==> config.mk <==
export PLATFORM = sky130hd
export DESIGN_NAME = ha1588_bus_arb
export DESIGN_NICKNAME = d
export VERILOG_FILES = /design/src/rtl/ha1588_pkg.sv /design/src/rtl/ha1588_rr_arb.sv /design/src/rtl/ha1588_bus_arb.sv
export SDC_FILE = /design/constraint.sdc
export NUM_CORES = 1
export LEC_CHECK = 0
export BUFFER_PORTS_ARGS = -buffer_cell sky130_fd_sc_hd__clkbuf_2
export CAP_MARGIN = 20
export CORE_MARGIN = 5
export CORE_UTILIZATION = 50
export CTS_CLUSTER_DIAMETER = 60
export DETAILED_ROUTE_END_ITERATION = 16
export GPL_TIMING_DRIVEN = 1
export PLACE_DENSITY = 0.92
export RECOVER_POWER = 25
export SKIP_LAST_GASP = 1
export SYNTH_ARGS = -nofsm -noshare
export SYNTH_HDL_FRONTEND = slang
export SYNTH_SLANG_ARGS = --single-unit
export TNS_END_PERCENT = 5
==> constraint.sdc <==
create_clock -name clk -period 8.12 [get_ports clk]
set_input_delay 0.812 -clock clk [delete_from_list [all_inputs] [get_ports clk]]
set_output_delay 0.812 -clock clk [all_outputs]
set_load 0.01 [all_outputs]
==> src/rtl/ha1588_pkg.sv <==
// Shared definitions for the ha1588 local-bus arbiter: FSM state encoding
// and the read-latency limit that sizes the WAIT counter.
package ha1588_pkg;

    localparam int unsigned RD_LAT_MAX = 7;
    localparam int unsigned CNT_W      = $clog2(RD_LAT_MAX + 1);

    typedef enum logic [1:0] {
        ST_IDLE  = 2'd0,
        ST_ISSUE = 2'd1,
        ST_WAIT  = 2'd2,
        ST_DONE  = 2'd3
    } state_t;

endpackage

==> src/rtl/ha1588_rr_arb.sv <==
// Two-way round-robin picker with lock.
// Ports:
//   i_req0/i_req1 : requests from requester 0 / 1
//   i_prio        : requester holding priority when both request
//   i_lock        : bus is locked to i_lock_id; the other requester is ignored
//   i_lock_id     : current lock owner
//   o_valid_c     : a requester is selected (combinational)
//   o_id_c        : selected requester (combinational)
module ha1588_rr_arb (
    input  logic i_req0,
    input  logic i_req1,
    input  logic i_prio,
    input  logic i_lock,
    input  logic i_lock_id,
    output logic o_valid_c,
    output logic o_id_c
);

    always_comb begin
        o_valid_c = 1'b0;
        o_id_c    = 1'b0;
        if (i_lock) begin
            // Locked: only the owner may be served, even if it is idle.
            o_id_c    = i_lock_id;
            o_valid_c = i_lock_id ? i_req1 : i_req0;
        end else if (i_req0 && i_req1) begin
            o_valid_c = 1'b1;
            o_id_c    = i_prio;
        end else begin
            o_valid_c = i_req0 | i_req1;
            o_id_c    = i_req1;
        end
    end

endmodule

==> src/rtl/ha1588_bus_arb.sv <==
// Arbitrates two local-bus masters onto the single ha1588 core register port.
// Ports:
//   clk, rst                       : clock, async active-high reset
//   mN_req/we/addr/wdata/lock      : requester N transaction and lock request
//   mN_gnt/ack/rdata               : requester N grant, completion pulse, read data
//   up_wr/up_rd/up_addr/up_data_wr : one-cycle strobes and payload to the core
//   up_data_rd                     : core read data, valid RD_LAT cycles after up_rd
//   busy                           : transaction in progress
module ha1588_bus_arb
    import ha1588_pkg::*;
#(
    parameter int unsigned ADDR_W = 8,
    parameter int unsigned DATA_W = 32,
    parameter int unsigned RD_LAT = 1
) (
    input  logic              clk,
    input  logic              rst,
    input  logic              m0_req,
    input  logic              m0_we,
    input  logic [ADDR_W-1:0] m0_addr,
    input  logic [DATA_W-1:0] m0_wdata,
    input  logic              m0_lock,
    output logic              m0_gnt,
    output logic              m0_ack,
    output logic [DATA_W-1:0] m0_rdata,
    input  logic              m1_req,
    input  logic              m1_we,
    input  logic [ADDR_W-1:0] m1_addr,
    input  logic [DATA_W-1:0] m1_wdata,
    input  logic              m1_lock,
    output logic              m1_gnt,
    output logic              m1_ack,
    output logic [DATA_W-1:0] m1_rdata,
    output logic              up_wr,
    output logic              up_rd,
    output logic [ADDR_W-1:0] up_addr,
    output logic [DATA_W-1:0] up_data_wr,
    input  logic [DATA_W-1:0] up_data_rd,
    output logic              busy
);

    state_t              r_state;
    logic                r_owner;
    logic                r_we;
    logic                r_prio;
    logic                r_lock;
    logic [CNT_W-1:0]    r_cnt;
    logic                r_m0_gnt;
    logic                r_m1_gnt;
    logic                r_m0_ack;
    logic                r_m1_ack;
    logic [DATA_W-1:0]   r_m0_rdata;
    logic [DATA_W-1:0]   r_m1_rdata;
    logic                r_up_wr;
    logic                r_up_rd;
    logic [ADDR_W-1:0]   r_up_addr;
    logic [DATA_W-1:0]   r_up_wdata;
    logic                r_busy;

    logic                w_pick_vld;
    logic                w_pick_id;
    logic                w_we;
    logic [ADDR_W-1:0]   w_addr;
    logic [DATA_W-1:0]   w_wdata;
    logic                w_own_lock;

    ha1588_rr_arb u_rr_arb (
        .i_req0    (m0_req),
        .i_req1    (m1_req),
        .i_prio    (r_prio),
        .i_lock    (r_lock),
        .i_lock_id (r_owner),
        .o_valid_c (w_pick_vld),
        .o_id_c    (w_pick_id)
    );

    // Payload of the requester being picked this cycle.
    assign w_we       = w_pick_id ? m1_we    : m0_we;
    assign w_addr     = w_pick_id ? m1_addr  : m0_addr;
    assign w_wdata    = w_pick_id ? m1_wdata : m0_wdata;
    assign w_own_lock = r_owner   ? m1_lock  : m0_lock;

    // Transaction FSM; every output is a register written here.
    always_ff @(posedge clk or posedge rst) begin
        if (rst) begin
            r_state    <= ST_IDLE;
            r_owner    <= 1'b0;
            r_we       <= 1'b0;
            r_prio     <= 1'b0;
            r_lock     <= 1'b0;
            r_cnt      <= '0;
            r_m0_gnt   <= 1'b0;
            r_m1_gnt   <= 1'b0;
            r_m0_ack   <= 1'b0;
            r_m1_ack   <= 1'b0;
            r_m0_rdata <= '0;
            r_m1_rdata <= '0;
            r_up_wr    <= 1'b0;
            r_up_rd    <= 1'b0;
            r_up_addr  <= '0;
            r_up_wdata <= '0;
            r_busy     <= 1'b0;
        end else begin
            r_up_wr  <= 1'b0;
            r_up_rd  <= 1'b0;
            r_m0_ack <= 1'b0;
            r_m1_ack <= 1'b0;
            case (r_state)
                ST_IDLE: begin
                    if (w_pick_vld) begin
                        r_state    <= ST_ISSUE;
                        r_busy     <= 1'b1;
                        r_owner    <= w_pick_id;
                        r_we       <= w_we;
                        r_up_addr  <= w_addr;
                        r_up_wdata <= w_wdata;
                        r_up_wr    <= w_we;
                        r_up_rd    <= ~w_we;
                        r_m0_gnt   <= ~w_pick_id;
                        r_m1_gnt   <= w_pick_id;
                    end
                end
                ST_ISSUE: begin
                    if (r_we) begin
                        r_state  <= ST_DONE;
                        r_m0_ack <= ~r_owner;
                        r_m1_ack <= r_owner;
                    end else begin
                        r_state <= ST_WAIT;
                        r_cnt   <= CNT_W'(RD_LAT - 1);
                    end
                end
                ST_WAIT: begin
                    // Last WAIT cycle is exactly RD_LAT cycles after up_rd.
                    if (r_cnt == '0) begin
                        r_state  <= ST_DONE;
                        r_m0_ack <= ~r_owner;
                        r_m1_ack <= r_owner;
                        if (r_owner) begin
                            r_m1_rdata <= up_data_rd;
                        end else begin
                            r_m0_rdata <= up_data_rd;
                        end
                    end else begin
                        r_cnt <= r_cnt - CNT_W'(1);
                    end
                end
                ST_DONE: begin
                    r_state <= ST_IDLE;
                    r_busy  <= 1'b0;
                    r_lock  <= w_own_lock;
                    // An unlocked completion releases the bus and passes priority.
                    if (!w_own_lock) begin
                        r_prio   <= ~r_owner;
                        r_m0_gnt <= 1'b0;
                        r_m1_gnt <= 1'b0;
                    end
                end
                default: r_state <= ST_IDLE;
            endcase
        end
    end

    assign m0_gnt     = r_m0_gnt;
    assign m1_gnt     = r_m1_gnt;
    assign m0_ack     = r_m0_ack;
    assign m1_ack     = r_m1_ack;
    assign m0_rdata   = r_m0_rdata;
    assign m1_rdata   = r_m1_rdata;
    assign up_wr      = r_up_wr;
    assign up_rd      = r_up_rd;
    assign up_addr    = r_up_addr;
    assign up_data_wr = r_up_wdata;
    assign busy       = r_busy;

endmodule

Word level (Yosys, flattened, before mapping) --
Cells that the tools add are included.
Storage, ports and cells: input bits 120, output and inout port bits 111, memories kept 0, register bits 120, latch bits 0, bits in writable memories 0, ROM bits 0
Cells by class: div/mod/pow operators 0, multiply operators 0, $add $sub $neg 1, order comparisons 0, equality and inequality tests 8, reductions and logical operators 13, mux-type cells 33, bitwise gates (word level) 5, shift operators 0
Operator list (number):
- 32-bit two-way mux | 1
- 1-bit two-way mux | 20
- 3-bit AND reduction | 4
- 1-bit case mux with 2 select lines | 5
- 8-bit two-way mux | 1
- 2-bit inequality test, second input constant | 4
- 2-bit case mux with 4 select lines | 1
- 2-bit AND reduction | 4
- 3-bit two-way mux | 2
- 3-bit case mux with 2 select lines | 1
- 2-bit == test, second input constant | 2
- 2-bit two-way mux | 2
- 1-bit inverter | 4
- 2-bit nonzero test | 2
- 3-bit logical NOT | 1
- 3-bit by 1-bit subtractor with 3-bit output, second input constant | 1
- 2-bit by 1-bit == test with 1-bit output, second input constant | 1
- 2-bit logical NOT | 1
- 2-bit by 1-bit inequality test with 1-bit output, second input constant | 1
- 1-bit logical AND | 1
- 1-bit OR | 1

Depth between registers and ports, before layout --
Gate-level depths: netlist of the first run.
word-level depth 7, mapped depth 7, mapped depth without buffers 7

Hierarchy --
Synthesis of the first run repeated with hierarchy kept, for this count alone.
Second synthesis, totals: cell total of the unflattened synthesis 402, area, all modules 5222.5 um^2
Modules (own cells, without submodules):
- ha1588_bus_arb | sequential area each 3002.9 um^2, instances 1, area an instance 5178.7 um^2, cells an instance 395
- ha1588_rr_arb | sequential area each 0.0 um^2, instances 1, area an instance 43.8 um^2, cells an instance 7

Worst setup path before layout of the first run --
Ideal clock, no wire load.
path type input to register, from input m0_req, to register r_up_wdata[19], in the netlist up_data_wr[19], stages on the path 6, setup time 0.137 ns, buffers on the path 2, arrival 1.816 ns, path slack 6.167 ns, cells stage by stage nor2b_1 -> o31ai_1 -> buf_4 -> buf_2 -> mux2i_1 -> a21oi_1
On the way: longest elaborated chain between the ends 4
Ends and longest elaborated chain:
- start: declaration | line ha1588_bus_arb.sv:18 | input logic m0_req,
- 1-bit OR or 1-bit logical AND (tied branches) | line ha1588_rr_arb.sv:30, ha1588_rr_arb.sv:26
- 1-bit two-way mux | line ha1588_rr_arb.sv:26 | end else if (i_req0 && i_req1) begin
- 1-bit two-way mux | line ha1588_rr_arb.sv:22 | if (i_lock) begin
- 2-bit AND reduction (no line) or 32-bit two-way mux (tied branches)
- end signal: assignment | line ha1588_bus_arb.sv:116 | r_up_wdata <= w_wdata;
- end: declaration | line ha1588_bus_arb.sv:57 | logic [DATA_W-1:0] r_up_wdata;
Parallel ways exist; a longest one is shown, timed or not. A chain may end at the register's enable or synchronous reset.

==> results.json, run 1 <==
{
  "start_kind": "input port",
  "pwr-share-seq": 0.347,
  "syn_nets": 528,
  "yosysUniqueCellTypes": 31,
  "setup_tns_ns": 0,
  "hold_violations": 0,
  "grt_usage": 0.228,
  "syn2layout_area_growth_pct": 36.8,
  "synthFlopType": "dfrtp_1",
  "ff2ff_path_depth": 6,
  "place_inst": 748,
  "cts-resized-gates": 0,
  "clock_tree.root_cell": "clkbuf_8",
  "place_ws_ns": 5.49,
  "fp.dieW_um": 111,
  "cts_made_buffers": 17,
  "num_vias": 4002,
  "power_frac_clock": 0.268,
  "cts.clk_slew.worst_paths_ns": 0.06,
  "clock_skew_ns": 0.00701,
  "worstPathArrival_ns": 3.17,
  "rows": 36,
  "synth_most_common_cell": "dfrtp_1",
  "hold_class": "register to register",
  "max_freq_mhz": 381,
  "clock_latency_ns": 0.51,
  "die-area_sq_mm": 0.0123,
  "routed_wirelength_mm": 13.6,
  "grt_pass1_wl_mm": 22.5,
  "power.density_mw_per_mm2": 442,
  "post-route-cell-area_sq_mm": 0.00695,
  "synth_area_sq_mm": 0.00508,
  "required_ns": 8.66,
  "gp_congestion": 0.909,
  "finalMaxSlewViolations": 58,
  "ys_ff_latch": 120,
  "initial_utilization": 0.515,
  "fillers": 662,
  "critical_path_class": "input port to asynchronous set/reset pin",
  "slew-limit-headroom": -0.618,
  "hpwlAfterDp_mm": 10.0,
  "rsz0062_at_grt": "false",
  "final_cells": 780,
  "timing.final.crit_share": 0.323,
  "vdd_drop_max_v": 0.000293,
  "finalSetupViolations": 0,
  "synth_edf_count": 0,
  "whs_ns": 0.503,
  "p_total_mw": 3.07,
  "yosys-top-cells-count": "dfrtp_1, mux2_2, nor2_1",
  "port_buffers": 230,
  "p_comb_frac": 0.385,
  "post_cts.repair.setup_buffers": 0,
  "min_to": "m0_rdata[8]",
  "ys_warn_count": 0,
  "antenna_cells": 0,
  "violations": "capacitance limit, slew limit",
  "core_sq_mm": 0.00986,
  "fin_crit_ns": 2.62,
  "drt_iter0_drc": 224,
  "layout-drive-gt1-share": 0.493,
  "end_kind": "asynchronous set/reset pin",
  "post_dp_cell_area_sq_mm": 0.00631,
  "synth_area_leader_cell": "dfrtp_1",
  "yosysSeqAreaShare": 0.591,
  "grt_max_degree": 67,
  "power.net_switching_mw": 1.07,
  "timing.final.ws_setup_ns": 5.50,
  "synthArstFlopShare": 1.00,
  "r2r-end": "up_data_wr[19]",
  "synthTopCellsByArea": "dfrtp_1, mux2_2, mux2i_1",
  "reg2reg_slack_ns": 5.60,
  "synth_top_area_frac": 0.591,
  "worstMarginPinSlew_ns": 2.41,
  "holdBufCountCts": 0,
  "grt_pass1_vias": 4455,
  "firstDrtPassIters": 4,
  "gr-total-overflow": 0,
  "antenna_found_initial": 0,
  "htree_levels": 4,
  "r2r_start": "r_state[0]",
  "status": "complete, but fails checks",
  "holdPathStages": 1,
  "p_leak_nw": 3.42,
  "swShare": 0.348,
  "chipHeight_um": 111,
  "maxCapViolCount": 1,
  "ant_nets": 0,
  "syn_avg_cell_area_sq_um": 12.6,
  "wl_per_cell_um": 17.4,
  "hp-start": "m0_rdata[8]",
  "final_nets": 760,
  "io_pins": 231,
  "clock_path_buffers": 2,
  "cts_tree": "done",
  "p_int_mw": 2.00,
  "netlist_instances": 402,
  "post_drt_via_cell_ratio": 5.13,
  "drc": 0,
  "path_max_fanout": 64,
  "fin_util": 0.705,
  "numClockSinks": 120
}
[cell families after synthesis]
group           Yosys count  share of synthesized area
compound gates           66                     0.0746
flops                   120                      0.591
fa+ha+maj                 6                     0.0148
buf+inv                  36                     0.0382
mux                     107                      0.228
simple gates             67                     0.0537
[how the worst max path moves through the flow]
stage	startpoint	end	slack, ns	cells after the start
floorplan	rst	busy	4.12	1
global placement	m0_req	up_data_wr[16]	5.58	6
detailed placement	m0_req	up_data_wr[19]	5.49	6
CTS	r_state[0]	up_data_wr[19]	5.83	6
global route	rst	up_data_wr[13]	5.03	3
finish	rst	up_data_wr[15]	5.50	3
[worst max-delay path, stage by stage]
cell and delay (ns):
clkbuf_2 0.09, clkinvlp_2 1.36, buf_4 0.83
[power by group through the flow]
stage / registers (mW) / logic, mW / clock network (mW)
final: 1.07 / 1.18 / 0.823
after global placement: 1.04 / 1.14 / 0
after CTS: 1.07 / 1.21 / 0.835
after floorplan: 1.17 / 0.640 / 0
after global routing: 1.11 / 1.30 / 0.868
after detailed placement: 1.07 / 1.20 / 0
[area by class of cell]
| type | count | area (sq um) | share of cell area |
|---|---|---|---|
| clock buffers | 21 | 469 | 0.0675 |
| clock inverters | 11 | 193 | 0.0277 |
| inverters | 14 | 53.8 | 0.00774 |
| multi-input cells | 246 | 1900 | 0.273 |
| flip-flops and latches | 120 | 3000 | 0.432 |
| well taps | 133 | 166 | 0.0239 |
| repair buffers | 235 | 1170 | 0.168 |
[metal layers]
metal / vias to the layer above / global-route usage / routed length [um]
met5: - / 0 / 0
met4: 0 / 0.0796 / 233
met3: 18 / 0.108 / 1490
met2: 202 / 0.391 / 7020
met1: 1926 / 0.246 / 4840
li1: 1856 / - / -
[registers in the layout (all words and copies together), names as in the netlist]
name,cells
m0_rdata,32
m1_rdata,32
up_data_wr,32
up_addr,8
r_cnt,3
r_state,2
busy,1
m0_ack,1
m0_gnt,1
m1_ack,1
m1_gnt,1
r_lock,1
r_owner,1
r_prio,1
r_we,1
up_rd,1
up_wr,1
[cells in the final DEF, fill, tap and decap left out, types with 2 or more instances in the layout]
cell type	netlist	layout
o32ai_1	2	2
clkbuf_2	0	214
a21oi_1	44	44
inv_1	14	13
clkinv_4	0	2
dfrtp_1	120	120
nor2b_1	4	4
nand2_1	10	10
buf_4	2	5
mux2_2	65	65
ha_1	6	6
clkinvlp_4	0	2
clkbuf_1	4	16
clkbuf_8	0	5
o21ai_0	6	7
bufinv_16	0	5
clkbuf_16	0	16
clkinv_2	0	2
a22o_1	2	2
and2_0	0	2
mux2i_1	41	41
nor2_1	48	48
Power figures use the tool's default switching activity.
==> run 2, diff against run 1 <==
CORE_UTILIZATION = 47   (was 50)
PLACE_DENSITY = 0.88   (was 0.92)
clock period = 2.7 ns   (was 8.12 ns; I/O delays follow)
==> results.json, run 2 (synthesized netlist as in run 1, its figures left out) <==
{
  "grt_pass1_vias": 4431,
  "drt_iter0_drc": 138,
  "fin_crit_ns": 2.10,
  "core_sq_mm": 0.0107,
  "maxCapViolCount": 1,
  "io_pins": 231,
  "holdBufCountCts": 24,
  "slew-limit-headroom": -0.0864,
  "path_max_fanout": 32,
  "end_kind": "register",
  "violations": "capacitance limit, slew limit",
  "worstMarginPinSlew_ns": 1.62,
  "cts_made_buffers": 17,
  "hpwlAfterDp_mm": 9.64,
  "clock_path_buffers": 2,
  "fillers": 761,
  "swShare": 0.370,
  "grt_pass1_wl_mm": 22.2,
  "drc": 0,
  "port_buffers": 230,
  "clock_latency_ns": 0.51,
  "firstDrtPassIters": 4,
  "multi_input_area_sq_mm": 0.00190,
  "rows": 38,
  "routed_wirelength_mm": 14.0,
  "ant_nets": 0,
  "final_nets": 785,
  "timing.final.crit_share": 0.777,
  "grt_max_degree": 60,
  "finalSetupViolations": 0,
  "clock_skew_ns": 0.00937,
  "numClockSinks": 120,
  "mostFrequentLayoutCell": "clkbuf_2",
  "die-area_sq_mm": 0.0130,
  "cts-resized-gates": 0,
  "post_cts.repair.setup_buffers": 0,
  "layout-drive-gt1-share": 0.494,
  "seq_area_sq_mm": 0.00300,
  "p_int_mw": 5.76,
  "rsz0062_at_grt": "false",
  "worstPathArrival_ns": 2.49,
  "gp_congestion": 0.833,
  "chipHeight_um": 114,
  "vdd_drop_max_v": 0.000772,
  "power.net_switching_mw": 3.38,
  "p_total_mw": 9.14,
  "power_frac_clock": 0.241,
  "post_drt_via_cell_ratio": 5.02,
  "gr-total-overflow": 0,
  "critical_path_class": "register to register",
  "wl_per_cell_um": 17.2,
  "syn2layout_area_growth_pct": 41.5,
  "num_vias": 4073,
  "setup_tns_ns": 0,
  "antenna_found_initial": 0,
  "p_comb_frac": 0.404,
  "htree_levels": 4,
  "antenna_cells": 0,
  "status": "complete, but fails checks",
  "power.density_mw_per_mm2": 1270,
  "initial_utilization": 0.475,
  "start_kind": "register",
  "max_freq_mhz": 477,
  "final_cell_mix": "clkbuf_2, dfrtp_1, mux2_2",
  "grt_usage": 0.219,
  "clock_tree.root_cell": "clkbuf_8",
  "finalMaxSlewViolations": 35,
  "fp.dieW_um": 114,
  "cts_tree": "done",
  "hold_violations": 0,
  "pwr-share-seq": 0.355,
  "cts.clk_slew.worst_paths_ns": 0.06,
  "hold_class": "input port to register",
  "p_leak_nw": 3.54,
  "whs_ns": 0.0258,
  "required_ns": 3.09
}
-- run 2: metal layers --
| layer | wire length [um] | vias up | track usage | part of all wire |
|---|---|---|---|---|
| li1 | - | 1904 | - | - |
| met1 | 5080 | 1949 | 0.237 | 0.36 |
| met2 | 7290 | 191 | 0.386 | 0.52 |
| met3 | 1310 | 29 | 0.0769 | 0.094 |
| met4 | 308 | 0 | 0.0950 | 0.022 |
| met5 | 0 | - | 0 | 0 |
-- run 2: worst paths after layout --
| check | from | slack, ns | endpoint | cells past startpoint |
|---|---|---|---|---|
| min in group asynchronous | rst | 0.71 | m1_rdata[4] | 3 |
| min reg2reg | m0_rdata[29] | 0.50 | m0_rdata[29] | 1 |
| max reg2reg | r_cnt[0] | 0.60 | m1_rdata[5] | 7 |
| min | up_data_rd[2] | 0.03 | m1_rdata[2] | 2 |
| max | r_cnt[0] | 0.60 | m1_rdata[5] | 7 |
| max in group asynchronous | rst | 1.13 | m1_ack | 4 |
-- run 2: layout make-up --
class | count | share of cell area
Sequential cell | 120 | 0.418
Multi-Input combinational cell | 246 | 0.264
Timing Repair Buffer | 260 | 0.206
Clock buffer | 18 | 0.0581
Tap cell | 140 | 0.0244
Clock inverter | 14 | 0.0226
Inverter | 14 | 0.00748
-- run 2: per-stage QoR --
| step | setup WS, ns | cells | area, sq um | utilization |
|---|---|---|---|---|
| floorplan | 0.878 | 402 | 5080 | - |
| global placement | 0.700 | 756 | 6380 | 0.596 |
| detailed placement | 0.615 | 756 | 6380 | 0.596 |
| CTS | 0.610 | 812 | 7200 | 0.673 |
| global route | 0.467 | 812 | 7190 | 0.672 |
| finish | 0.603 | 812 | 7190 | 0.672 |
-- run 2: power by group through the flow --
stage	Combinational, mW	Sequential, mW	Clock [mW]
floorplan	1.92	3.52	0
global placement	3.49	3.16	0
detailed placement	3.66	3.22	0
CTS	3.71	3.21	2.23
global route	4.03	3.33	2.33
finish	3.69	3.24	2.20
-- run 2: critical path, cell delays in order (launching register included) --
cell,delay [ns]
dfrtp_1,0.39
inv_1,0.06
ha_1,0.19
ha_1,0.25
and2_1,0.21
nand2_1,0.08
buf_4,0.39
mux2_2,0.40
==> run 3, diff against run 2 <==
CORE_UTILIZATION = 42   (was 47)
PLACE_DENSITY = 0.84   (was 0.88)
clock period = 1.86 ns   (was 2.7 ns; I/O delays follow)
==> results.json, run 3 (synthesized netlist as in run 1, its figures left out) <==
{
  "port_buffers": 230,
  "critPathMostFrequentCell": "ha_1",
  "syn2layout_area_growth_pct": 39.9,
  "clock_path_buffers": 2,
  "hpwlAfterDp_mm": 10.1,
  "clock_latency_ns": 0.41,
  "post_dp_cell_area_sq_mm": 0.00646,
  "slowest_delay_ns": 0.38,
  "hold_violations": 0,
  "antenna_cells": 0,
  "grt_pass1_wl_mm": 21.8,
  "max_freq_mhz": 546,
  "antenna_found_initial": 0,
  "clock_skew_ns": 0.00971,
  "vdd_drop_max_v": 0.00120,
  "chipHeight_um": 120,
  "worstPathArrival_ns": 2.12,
  "slew-limit-headroom": 0.177,
  "p_total_mw": 13.3,
  "clock_tree.root_cell": "clkbuf_16",
  "wl_per_cell_um": 17.4,
  "slowest_stage": "dfrtp_1",
  "grt_use_met3": 0.0763,
  "path_max_fanout": 16,
  "firstDrtPassIters": 4,
  "core_sq_mm": 0.0119,
  "maxCapViolCount": 0,
  "worstMarginPinSlew_ns": 1.23,
  "met1_usage": 0.211,
  "finalMaxSlewViolations": 0,
  "routed_wirelength_mm": 14.0,
  "io_pins": 231,
  "mostFrequentLayoutCell": "clkbuf_2",
  "timing.final.crit_share": 0.985,
  "post-route-cell-area_sq_mm": 0.00711,
  "gr-usage-met2": 0.328,
  "cts.clk_slew.worst_paths_ns": 0.06,
  "cts_made_buffers": 17,
  "power.density_mw_per_mm2": 1870,
  "layout-drive-gt1-share": 0.495,
  "start_kind": "register",
  "rows": 40,
  "cts_tree": "done",
  "grt_max_degree": 89,
  "finalSetupViolations": 0,
  "crit_chain": "inv_1 -> ha_1 -> ha_1 -> and2_1 -> nand2_2 -> clkbuf_16 -> mux2_2",
  "place_ws_ns": -0.00187,
  "htree_levels": 4,
  "fin_crit_ns": 1.83,
  "p_leak_nw": 3.48,
  "initial_utilization": 0.427,
  "final_nets": 773,
  "timing.final.ws_setup_ns": 0.0286,
  "grt_usage": 0.191,
  "gp_congestion": 0.847,
  "numClockSinks": 120,
  "grt_busiest_layer": "met2",
  "end_kind": "register",
  "post_drt_via_cell_ratio": 5.02,
  "die-area_sq_mm": 0.0144,
  "ant_nets": 0,
  "required_ns": 2.15,
  "num_vias": 4054,
  "critical_path_class": "register to register",
  "gr-total-overflow": 0,
  "rsz0062_at_grt": "true",
  "drt_iter0_drc": 186,
  "drc": 0,
  "fp.dieW_um": 120,
  "status": "complete, no violations",
  "final_cell_mix": "clkbuf_2, dfrtp_1, mux2_2",
  "hold_class": "input port to register",
  "grt_pass1_vias": 4435
}
==> run 3: path summary, 6_finish.rpt <==
kind	to	startpoint	slack, ns	depth (start not counted)
hold reg to reg	m1_rdata[11]	m1_rdata[11]	0.50	1
setup reg to reg	m1_rdata[21]	r_cnt[0]	0.03	7
setup / recovery	m1_rdata[21]	r_cnt[0]	0.03	7
min in group asynchronous	m1_rdata[5]	rst	0.58	3
hold / removal	m0_rdata[5]	up_data_rd[5]	0.02	2
max in group asynchronous	m1_rdata[16]	rst	0.45	4
==> run 3: final cells by class <==
class | count | area, sq um
Clock inverter | 15 | 153
Inverter | 14 | 53.8
Sequential cell | 120 | 3000
Tap cell | 147 | 184
Timing Repair Buffer | 248 | 1390
Clock buffer | 17 | 425
Fill cell | 956 | 4800
Multi-Input combinational cell | 246 | 1900
==> run 3: power by group <==
| group | internal (mW) | switching (mW) | total, mW |
|---|---|---|---|
| sequential | 3.90 | 0.744 | 4.64 |
| combinational | 2.63 | 2.86 | 5.50 |
| clock | 1.97 | 1.19 | 3.16 |
==> run 3: worst max-delay path, delay by kind of cell, from the launching register on <==
family                   cells  cell delay [ns]
adder cells (fa/ha/maj)      2             0.39
buffers and inverters        2             0.26
flip-flops                   1             0.38
multiplexers                 1             0.34
AND/OR/NAND/NOR              2             0.35
==> run 3: through the flow <==
stage          std cells  hold WS [ns]  utilization  setup TNS, ns
6_report             807        0.0164        0.597              0
4_1_cts              803       0.00208        0.592        -0.0236
3_3_place_gp         770         0.275        0.543              0
2_1_floorplan        402         0.325            -              0
3_5_place_dp         770         0.273        0.543       -0.00187
5_1_grt              807       0.00717        0.597          -1.25
==> run 3: routing by layer <==
layer | share of wire | vias to the layer above
met4 | 0.0091 | 0
li1 | - | 1889
met5 | 0 | -
met3 | 0.094 | 8
met2 | 0.50 | 177
met1 | 0.39 | 1980
==> run 3: what timing repair did <==
| item | 4_1_cts | 5_1_grt |
|---|---|---|
| resized for setup | 0 | 2 |
| setup buffers | 0 | 1 |
| hold buffers | 1 | 0 |
| hold endpoints to repair | 24 | 0 |
| pin swaps | 0 | 1 |
| cloned | 0 | 3 |
| setup endpoints to repair | 5 | 71 |
